### src/rtl/irq_ctl.sv
// irq_ctl: prioritised N-source interrupt controller in front of mips_core.
// Drives irq_o/irq_addr_o, consumes iack_i, programmed over the coprocessor port.
module irq_ctl #(
    parameter int unsigned N_SRC     = 8,
    parameter logic [31:0] BASE_ADDR = 32'h0000_FF00,
    parameter int unsigned VEC_SHIFT = 3,
    parameter logic [3:0]  WR_CODE   = 4'd1,
    parameter logic [3:0]  RD_CODE   = 4'd9
) (
    input  logic             clk,
    input  logic             rst,
    input  logic [N_SRC-1:0] irq_src_i,
    input  logic [31:0]      cop_addr_i,
    input  logic [31:0]      cop_data_i,
    input  logic [3:0]       cop_mem_ctl_i,
    output logic [31:0]      cop_dout_o,
    output logic             irq_o,
    output logic [31:0]      irq_addr_o,
    input  logic             iack_i
);
    typedef logic [N_SRC-1:0] src_t;
    typedef enum logic [1:0] {
        S_IDLE    = 2'd0,
        S_REQ     = 2'd1,
        S_SERVICE = 2'd2
    } state_t;

    localparam logic [2:0] OFF_PEND  = 3'd0;
    localparam logic [2:0] OFF_MASK  = 3'd1;
    localparam logic [2:0] OFF_EDGE  = 3'd2;
    localparam logic [2:0] OFF_VBASE = 3'd3;
    localparam logic [2:0] OFF_EOI   = 3'd4;
    localparam logic [2:0] OFF_STAT  = 3'd5;

    src_t        r_sync1, r_sync2, r_prev;
    src_t        r_pend, r_mask, r_edge;
    logic [31:0] r_vbase, r_irq_addr;
    logic        r_irq;
    logic [3:0]  r_idx;
    state_t      r_state;

    logic        w_in_win, w_wr, w_rd, w_eoi, w_req_live, w_any;
    logic [2:0]  w_off;
    src_t        w_rise, w_pm, w_idx_oh, w_clr, w_pend_nxt;
    logic [3:0]  w_win, w_idx_nxt;
    logic [31:0] w_addr_nxt;
    logic        w_irq_nxt;
    state_t      w_state_nxt;

    // Misaligned addresses are treated as outside the window (word access only).
    assign w_in_win = (cop_addr_i[31:5] == BASE_ADDR[31:5]) && (cop_addr_i[1:0] == 2'b00);
    assign w_off    = cop_addr_i[4:2];
    assign w_wr     = w_in_win && (cop_mem_ctl_i == WR_CODE);
    assign w_rd     = w_in_win && (cop_mem_ctl_i == RD_CODE);
    assign w_eoi    = w_wr && (w_off == OFF_EOI);

    assign w_rise   = r_sync2 & ~r_prev;
    assign w_pm     = r_pend & r_mask;
    assign w_any    = |w_pm;
    assign w_idx_oh = src_t'(1) << r_idx;
    assign w_req_live = |(w_pm & w_idx_oh);

    // Clears only touch edge-mode bits; a same-cycle rising edge overrides them.
    assign w_clr = ((r_state == S_REQ && iack_i) ? w_idx_oh : '0)
                 | ((w_wr && w_off == OFF_PEND) ? cop_data_i[N_SRC-1:0] : '0);
    assign w_pend_nxt = (r_edge & ((r_pend & ~w_clr) | w_rise)) | (~r_edge & r_sync2);

    always_comb begin
        w_win = '0;
        for (int unsigned i = N_SRC; i > 0; i--) begin
            if (w_pm[i-1]) w_win = 4'(i-1);
        end
    end

    always_comb begin
        w_state_nxt = r_state;
        w_irq_nxt   = r_irq;
        w_idx_nxt   = r_idx;
        w_addr_nxt  = r_irq_addr;
        case (r_state)
            S_IDLE: begin
                if (w_any) begin
                    w_idx_nxt   = w_win;
                    w_addr_nxt  = r_vbase + (32'(w_win) << VEC_SHIFT);
                    w_irq_nxt   = 1'b1;
                    w_state_nxt = S_REQ;
                end
            end
            S_REQ: begin
                if (iack_i) begin
                    w_irq_nxt   = 1'b0;
                    w_state_nxt = S_SERVICE;
                end else if (!w_req_live) begin
                    w_irq_nxt   = 1'b0;
                    w_state_nxt = S_IDLE;
                end
            end
            S_SERVICE: begin
                w_irq_nxt = 1'b0;
                if (w_eoi) w_state_nxt = S_IDLE;
            end
            default: begin
                w_irq_nxt   = 1'b0;
                w_state_nxt = S_IDLE;
            end
        endcase
    end

    always_ff @(posedge clk or negedge rst) begin
        if (!rst) begin
            r_state    <= S_IDLE;
            r_irq      <= 1'b0;
            r_idx      <= '0;
            r_irq_addr <= '0;
        end else begin
            r_state    <= w_state_nxt;
            r_irq      <= w_irq_nxt;
            r_idx      <= w_idx_nxt;
            r_irq_addr <= w_addr_nxt;
        end
    end

    always_ff @(posedge clk or negedge rst) begin
        if (!rst) begin
            r_sync1 <= '0;
            r_sync2 <= '0;
            r_prev  <= '0;
            r_pend  <= '0;
            r_mask  <= '0;
            r_edge  <= '0;
            r_vbase <= '0;
        end else begin
            r_sync1 <= irq_src_i;
            r_sync2 <= r_sync1;
            r_prev  <= r_sync2;
            r_pend  <= w_pend_nxt;
            if (w_wr) begin
                case (w_off)
                    OFF_MASK:  r_mask  <= cop_data_i[N_SRC-1:0];
                    OFF_EDGE:  r_edge  <= cop_data_i[N_SRC-1:0];
                    OFF_VBASE: r_vbase <= cop_data_i;
                    default: ;
                endcase
            end
        end
    end

    always_comb begin
        cop_dout_o = '0;
        if (w_rd) begin
            case (w_off)
                OFF_PEND:  cop_dout_o[N_SRC-1:0] = r_pend;
                OFF_MASK:  cop_dout_o[N_SRC-1:0] = r_mask;
                OFF_EDGE:  cop_dout_o[N_SRC-1:0] = r_edge;
                OFF_VBASE: cop_dout_o            = r_vbase;
                OFF_STAT:  cop_dout_o[6:0]       = {r_state != S_IDLE, r_state, r_idx};
                default: ;
            endcase
        end
    end

    assign irq_o      = r_irq;
    assign irq_addr_o = r_irq_addr;
endmodule

### config.mk
export PLATFORM = sky130hd
export DESIGN_NAME = irq_ctl
export DESIGN_NICKNAME = d
export VERILOG_FILES = /design/src/rtl/irq_ctl.sv
export SDC_FILE = /design/constraint.sdc
export NUM_CORES = 1
export LEC_CHECK = 0
export ABC_CLOCK_PERIOD_IN_PS = 4350
export CAP_MARGIN = 20
export CORE_UTILIZATION = 31
export CTS_CLUSTER_DIAMETER = 150
export CTS_CLUSTER_SIZE = 30
export DETAILED_ROUTE_END_ITERATION = 6
export PLACE_DENSITY = 0.63
export SLEW_MARGIN = 20
export SYNTH_ARGS = -nofsm -noshare
export SYNTH_HDL_FRONTEND = slang
export SYNTH_SLANG_ARGS = --single-unit
### constraint.sdc
create_clock -name clk -period 4.35 [get_ports clk]
set_input_delay 1.305 -clock clk [delete_from_list [all_inputs] [get_ports clk]]
set_output_delay 1.305 -clock clk [all_outputs]
set_load 0.01 [all_outputs]
==> metrics.csv, run 1 <==
stage,metric,value,unit
synth,synth_flop_cell,dfrtp_1,
synth,postSynthCellCount,517,
synth,syn_area,5690,sq um
synth,yosysTopAreaCell,dfrtp_1,
sta,slew_viol_final,0,
sta,period_share,104,%
synth,netlist.area_leader.share,51.9,%
clock_tree,clk_pin_slew,0.05,ns
clock_tree,clk_latency,0.41,ns
worst_setup_path,rr_startpoint,r_pend[6],
worst_setup_path,r2r_cells,12,
synth,ys_seq_area_share,51.9,%
clock_tree,cts_tree,built,
routing,antenna_left,0,
routing,vias,4778,
final_layout,finish.utilization,47.8,%
floorplanning,fp.coreArea,18000,sq um
job,maxCapViolCount,0,
clock_tree,clock_path_buffers,2,
global_routing,grt_pass1_wl,26.2,mm
worst_setup_path,arrival,3.20,ns
power,leakage,3.80,nW
synth,synthesis.nets,600,
global_routing,antenna_found_initial,0,
routing,drc,0,
hold_path,hold_end,r_sync2[0],
sta,worstMarginPinSlew,0.908,ns
global_routing,grt-ovfl-total,0,
sta,fin_ws,-0.153,ns
synth,yosys-top-cells-area,"dfrtp_1 (52%), mux2_2 (12%), nand2_1 (5.5%)",
clock_tree,cts_buffers,17,
floorplanning,initial_core_util,31.7,%
worst_setup_path,r2r_slack,1.16,ns
final_layout,nets,802,
sta,holdWs,0.344,ns
sta,layout_min_cycle_time,4.50,ns
floorplanning,io_pins,144,
final_layout,n_antenna_cell,0,
worst_setup_path,worstSetupEndpointType,output port,
synth,synth_top_family_by_area,simple AND/OR/NAND/NOR gates,
synth,yosys.area_share.simple,18.9,%
synth,ys_types,48,
status,violations,negative setup slack,
power,p_total,0.00262,W
clock_tree,ctsHoldBuffers,0,
clock_tree,clock_sinks,118,
sta,hold_viol,0,
global_routing,grt_max_degree,63,
synth,yosys.area_share.adder,1.01,%
clock_tree,cts-root-buf,clkbuf_16,
floorplanning,fp.dieArea,18900,sq um
status,status,"complete, but fails checks",
synth,synth_mux_area_share,14.5,%
sta,setup_violations,30,
synth,synth_seq_cells,118,
synth,syn_avg_cell_area,11.0,sq um
floorplanning,dieWidth,137,um
power,vdd_drop_max,0.242,mV
routing,wl,17.1,mm
worst_setup_path,cp_max_fo,6,
place,dp_hpwl,11.5,mm
synth,synth_compound_area_share,7.63,%
clock_tree,htreeDepth,4,
synth,async_flop_share,100,%
sta,clock.fmax,222,MHz
final_layout,drive_above_1_share,34.3,%
global_routing,grt_pass1_vias,5012,
synth,synth_edf_count,0,
sta,max_slew_margin,38.9,%
synth,synthXorXnorAreaFrac,4.16,%
place,detailedPlace.worstSlack,-0.935,ns
power,powerDensity,305,nW/um^2
routing,drt_iter0_drc,249,
synth,yosysWarnings,0,
sta,tns,-3.47,ns
sta,rsz0062_at_grt,yes,
hold_path,min_from,r_sync1[0],
hold_path,hp-class,flip-flop to flip-flop,
routing,routed_via_density,4.98,
hold_path,min_path_cells,0,
final_layout,fill_cells,1594,
worst_setup_path,cp_data_required_time,3.04,ns
routing,dr.pass1.iters,4,
global_routing,globalRouteTotalUtil,18.5,%
floorplanning,die_h,137,um
place,place_congestion,0.873,
final_layout,area_delta_synth_final,51.1,%
place,io_buffers,143,
sta,finClkSkew,0.00646,ns
floorplanning,placementRows,49,
worst_setup_path,r2r_end,irq_addr_o[19],
worst_setup_path,path_class,input pin to output port,
worst_setup_path,start_kind,input pin,
routing,avgRoutedWirePerCell,17.8,um
-- state kept, by name, summed over array words and instances (netlist names) --
name	count
r_idx	3
r_state	2
irq_addr_o	32
r_pend	8
r_vbase	32
r_mask	8
r_sync1	8
r_edge	8
r_sync2	8
irq_o	1
r_prev	8
-- critical path, cell delays in order --
cell    delay, ns
buf_2        0.12
or4b_4       0.53
or3_4        0.37
nor4_4       0.23
buf_6        0.15
buf_8        0.13
buf_16       0.13
and2_4       0.15
buf_6        0.09
-- cell families after synthesis --
family / count (synthesis)
DFF: 118
xor gates and xnor gates: 27
AOI/OAI and AO/OA: 71
and+or+nand+nor: 202
muxes: 70
buffers and inverters: 25
adders and majority gates: 4
-- layout by cell type (no fill, tap or decap), types with 12 or more instances in the layout --
cell	instances
clkbuf_16	17
xnor2_1	22
nand2_1	83
nor3_1	13
clkdlybuf4s50_1	78
o21ai_0	23
buf_4	50
dfrtp_1	118
mux2_2	60
a21oi_1	12
and2_4	24
buf_6	31
nor2_1	12
-- power by group --
part	switching, W	internal, W
sequential	0.00000870	0.00111
clock	0.000484	0.000864
combinational	0.0000644	0.0000850
total	0.000557	0.00206
-- worst max-delay path by stage --
| stage | endpoint | depth (start not counted) | slack [ns] | startpoint |
|---|---|---|---|---|
| after floorplan | cop_dout_o[11] | 5 | 0.16 | cop_addr_i[1] |
| after global placement | cop_dout_o[31] | 8 | -0.84 | cop_addr_i[20] |
| after detailed placement | cop_dout_o[12] | 8 | -0.94 | cop_addr_i[20] |
| after CTS | cop_dout_o[30] | 10 | -0.30 | cop_mem_ctl_i[1] |
| after global routing | cop_dout_o[17] | 10 | -0.24 | cop_addr_i[26] |
| final | cop_dout_o[17] | 9 | -0.15 | cop_addr_i[0] |
-- Yosys cell counts, drive strengths merged, types with 2 or more instances --
cell type  number
nor2           18
nand2          83
ha              3
a21oi          12
and2           25
a21o            2
a31oi           4
clkbuf         13
nor4           14
nor3b           2
or3             3
nor4b           3
nor2b           5
mux4            4
nor3           13
nand3          12
dfrtp         118
buf             7
o21ai          35
mux2           60
nand4          11
mux2i           6
a22o            8
and3            3
xor2            5
inv             5
or4             2
nand2b          4
xnor2          22
a22oi           5
and4b           2
-- stage by stage --
step           area [sq um]  std cells
2_1_floorplan          5690        517
3_3_place_gp           7580        898
3_5_place_dp           7580        898
4_1_cts                8490        959
5_1_grt                8590        960
6_report               8590        960
-- routing by layer --
| metal | vias to the layer above | track usage (%) | share of wire (%) |
|---|---|---|---|
| li1 | 2241 | - | - |
| met1 | 2347 | 23.3 | 43 |
| met2 | 160 | 30.6 | 49 |
| met3 | 30 | 3.68 | 5.8 |
| met4 | 0 | 8.06 | 2.0 |
| met5 | - | 0 | 0 |
-- area by class of cell --
cell class	instances	area (sq um)	share of cell area [%]
Tap cell	229	287	3.33
Timing Repair Buffer	203	1960	22.8
Inverter	5	18.8	0.218
Clock buffer	22	464	5.40
Multi-Input combinational cell	374	2810	32.7
Sequential cell	118	2950	34.4
Clock inverter	9	103	1.19
-- what timing repair did --
action                     CTS  global route
resized for setup          244            44
setup buffers               27             1
setup endpoints to repair   32            32
gates cloned                 3             0
pin swaps                   17            12
Note: power is estimated with default switching activity, not from simulation.
==> inputs of run 2 (changes only) <==
--- a/config.mk
+++ b/config.mk
@@ -5,13 +5,14 @@
 export SDC_FILE = /design/constraint.sdc
 export NUM_CORES = 1
 export LEC_CHECK = 0
+export ABC_AREA = 1
 export ABC_CLOCK_PERIOD_IN_PS = 4350
 export CAP_MARGIN = 20
 export CORE_UTILIZATION = 31
 export CTS_CLUSTER_DIAMETER = 150
 export CTS_CLUSTER_SIZE = 30
 export DETAILED_ROUTE_END_ITERATION = 6
-export PLACE_DENSITY = 0.63
+export PLACE_DENSITY = 0.62
 export SLEW_MARGIN = 20
 export SYNTH_ARGS = -nofsm -noshare
 export SYNTH_HDL_FRONTEND = slang
==> run 2 against run 1 <==
Net effect: the flow finishes with violations (design-rule violations); core utilization shrank 3.8 points; hold slack gained 0.0024 ns; clock power grew 4%; total power grew 2.2%; critical endpoint unchanged; highest routed layer unchanged; global-route usage grew 0.77 points; largest power group unchanged; critical path type unchanged; worst setup slack gained 0.27 ns; die area grew 7.7%; first-iteration DRC count grew 95%.
==> metrics.csv, run 2 <==
stage,metric,value,unit,change
worst_setup_path,path_class,input pin to output port,,unchanged
worst_setup_path,r2r_slack,1.39,ns,was 1.16 ns
global_routing,grt_pass1_wl,29.4,mm,was 26.2 mm
sta,layout_min_cycle_time,4.23,ns,was 4.50 ns
synth,syn_avg_cell_area,7.26,sq um,was 11.0 sq um
clock_tree,clk_pin_slew,0.06,ns,was 0.05 ns
final_layout,area_delta_synth_final,39.3,%,was 51.1%
worst_setup_path,r2r_cells,18,,was 12
hold_path,min_path_cells,0,,unchanged
worst_setup_path,worstSetupEndpointType,output port,,unchanged
sta,max_slew_margin,50.9,%,was 38.9%
worst_setup_path,cp_max_fo,21,,was 6
clock_tree,clock_sinks,118,,unchanged
synth,ys_seq_area_share,48.2,%,was 51.9%
routing,wl,18.6,mm,was 17.1 mm
floorplanning,initial_core_util,31.6,%,was 31.7%
place,dp_hpwl,14.4,mm,was 11.5 mm
hold_path,hold_end,r_sync2[2],,was r_sync2[0]
clock_tree,clk_latency,0.42,ns,was 0.41 ns
synth,yosysWarnings,0,,unchanged
synth,synth_seq_cells,118,,unchanged
sta,worstMarginPinSlew,0.736,ns,was 0.908 ns
global_routing,grt-ovfl-total,0,,unchanged
sta,period_share,97.3,%,was 104%
power,vdd_drop_max,0.260,mV,was 0.242 mV
sta,holdWs,0.347,ns,was 0.344 ns
sta,setup_violations,0,,was 30
place,place_congestion,0.904,,was 0.873
synth,yosysMostFrequentCell,nand2_1,,was dfrtp_1
power,powerDensity,314,nW/um^2,was 305 nW/um^2
synth,postSynthCellCount,844,,was 517
synth,syn_area,6130,sq um,was 5690 sq um
routing,avgRoutedWirePerCell,14.4,um,was 17.8 um
synth,synth_edf_count,0,,unchanged
clock_tree,cts_tree,built,,unchanged
worst_setup_path,slowest_delay,0.44,ns,was 0.53 ns
power,leakage,3.93,nW,was 3.80 nW
global_routing,antenna_found_initial,0,,unchanged
worst_setup_path,rr_startpoint,r_mask[6],,was r_pend[6]
global_routing,grt_max_degree,65,,was 63
worst_setup_path,crit_top_cell,nor2_1,,was buf_6
status,status,"complete, but fails checks",,unchanged
worst_setup_path,start_kind,input pin,,unchanged
clock_tree,cts_buffers,17,,unchanged
routing,drt_iter0_drc,485,,was 249
floorplanning,fp.coreArea,19400,sq um,was 18000 sq um
final_layout,multi_input_area,2710,sq um,was 2810 sq um
synth,synth_flop_cell,dfrtp_1,,unchanged
place,io_buffers,143,,unchanged
routing,routed_via_density,4.53,,was 4.98
final_layout,layout_commonest_cell,nand2_1,,was dfrtp_1
final_layout,regArea,2950,sq um,unchanged
final_layout,nets,1095,,was 802
routing,antenna_left,0,,unchanged
worst_setup_path,r2r_end,irq_addr_o[29],,was irq_addr_o[19]
synth,yosys-top-cells-area,"dfrtp_1 (48%), nand2_1 (18%), inv_1 (6.6%)",,"was dfrtp_1 (52%), mux2_2 (12%), nand2_1 (5.5%)"
hold_path,hp-class,flip-flop to flip-flop,,unchanged
synth,netlist.area_leader.share,48.2,%,was 51.9%
routing,drc,1,,was 0
floorplanning,fp.dieArea,20300,sq um,was 18900 sq um
floorplanning,dieWidth,143,um,was 137 um
synth,ys_top_cells_by_count,"nand2_1 (287), dfrtp_1 (118), inv_1 (108), nor2_1 (100), o21ai_0 (70)",,"was dfrtp_1 (118), nand2_1 (83), mux2_2 (60), and2_1 (25), o21ai_0 (23)"
worst_setup_path,cp_data_required_time,3.04,ns,about the same
floorplanning,io_pins,144,,unchanged
worst_setup_path,slowest_stage,clkdlybuf4s50_1,,was or4b_4
sta,clock.fmax,236,MHz,was 222 MHz
worst_setup_path,arrival,2.93,ns,was 3.20 ns
job,maxCapViolCount,0,,unchanged
power,p_total,0.00268,W,was 0.00262 W
hold_path,min_from,r_sync1[2],,was r_sync1[0]
status,violations,design-rule violations,,was negative setup slack
routing,vias,5845,,was 4778
worst_setup_path,critPathTopFamily,buffers and inverters,,was simple AND/OR/NAND/NOR gates
sta,slew_viol_final,0,,unchanged
final_layout,drive_above_1_share,11.0,%,was 34.3%
global_routing,globalRouteTotalUtil,19.2,%,was 18.5%
final_layout,fill_cells,2038,,was 1594
worst_setup_path,worstPathCellList,clkdlybuf4s50_1 -> nor2_1 -> nand2_1 -> nor2_1 -> nand2_1 -> nor2_4 -> nand3_4 -> buf_12 -> nor2_1 -> clkdlybuf4s15_1,,was buf_2 -> or4b_4 -> or3_4 -> nor4_4 -> buf_6 -> buf_8 -> buf_16 -> and2_4 -> buf_6
global_routing,grt_pass1_vias,5415,,was 5012
synth,async_flop_share,100,%,unchanged
final_layout,layout_common_cells,"nand2_1 (287), dfrtp_1 (118), clkdlybuf4s50_1 (110)",,"was dfrtp_1 (118), nand2_1 (83), clkdlybuf4s50_1 (78)"
routing,dr.pass1.iters,7,,was 4
synth,yosysTopAreaCell,dfrtp_1,,unchanged
floorplanning,placementRows,51,,was 49
sta,finClkSkew,0.00619,ns,was 0.00646 ns
clock_tree,htreeDepth,4,,unchanged
sta,fin_ws,0.116,ns,was -0.153 ns
floorplanning,die_h,143,um,was 137 um
clock_tree,clock_path_buffers,2,,unchanged
synth,ys_types,31,,was 48
sta,hold_viol,0,,unchanged
worst_setup_path,critPathBufInv,3,,was 5
clock_tree,cts-root-buf,clkbuf_16,,unchanged
synth,synthesis.nets,927,,was 600
final_layout,n_antenna_cell,0,,unchanged
place,detailedPlace.worstSlack,-0.377,ns,was -0.935 ns
==> run 2: repair_timing <==
item	4_1_cts	5_1_grt
pin swaps	0	4
hold buffers	0	0
gates resized for setup	42	74
setup endpoints to repair	32	32
setup buffers	0	3
==> run 2: worst reg2reg max path, delay by kind of cell, from the launching register on <==
kind / cells / cell delay, ns
AND/OR/NAND/NOR: 12 / 1.28
flip-flops: 1 / 0.39
AO/OA/AOI/OAI: 3 / 0.60
adder cells (fa/ha/maj): 2 / 0.50
buffers and inverters: 1 / 0.07
==> run 2: routing by layer <==
metal  up-vias  track usage (%)  wire length, um
met5         -                0                0
li1       3008                -                -
met2       124             29.7             8490
met1      2698             27.5             9150
met4         0             5.26              172
met3        15             3.55              775
==> run 2: power by group <==
part / total, W / switching (W) / internal, W
logic: 0.000155 / 0.0000711 / 0.0000843
registers: 0.00112 / 0.00000596 / 0.00111
clock network: 0.00140 / 0.000509 / 0.000893
total: 0.00268 / 0.000586 / 0.00209
==> run 2: how the worst max path moves through the flow <==
| stage | end | startpoint | slack [ns] | cells past startpoint |
|---|---|---|---|---|
| finish | cop_dout_o[17] | cop_addr_i[31] | 0.12 | 10 |
| global route | cop_dout_o[26] | cop_addr_i[19] | -0.04 | 10 |
| CTS | cop_dout_o[7] | cop_addr_i[15] | -0.24 | 10 |
| detailed placement | cop_dout_o[8] | cop_addr_i[8] | -0.38 | 11 |
| global placement | cop_dout_o[10] | cop_addr_i[15] | -0.38 | 11 |
| floorplan | cop_dout_o[25] | cop_addr_i[26] | 0.61 | 9 |
==> run 2: area by class of cell <==
| cell class | count | share of cell area, % |
|---|---|---|
| inverter | 111 | 4.88 |
| clock buffer | 18 | 5.03 |
| sequential | 118 | 34.6 |
| tap | 265 | 3.88 |
| timing repair buffer | 172 | 18.1 |
| multi-input combinational | 592 | 31.7 |
| clock inverter | 13 | 1.85 |
==> run 2: stage by stage <==
step                utilization [%]  cells  instance area, sq um  TNS, ns
floorplan                         -    844                  6130        0
global placement               41.2   1255                  8000    -8.15
detailed placement             41.2   1255                  8000    -8.47
CTS                            44.2   1286                  8570   -0.418
global route                   44.0   1289                  8540   -0.367
finish                         44.0   1289                  8540        0
==> run 2: logic make-up (layout without fill, tap and decap cells) <==
logic type / after synthesis / in the layout / share of synthesized area, %
and+or+nand+nor: 488 / 488 / 32.9
buffers and inverters: 134 / 314 / 8.80
DFF: 118 / 118 / 48.2
AOI/OAI and AO/OA: 92 / 92 / 8.06
xor gates and xnor gates: 8 / 8 / 1.14
adders and majority gates: 4 / 4 / 0.939
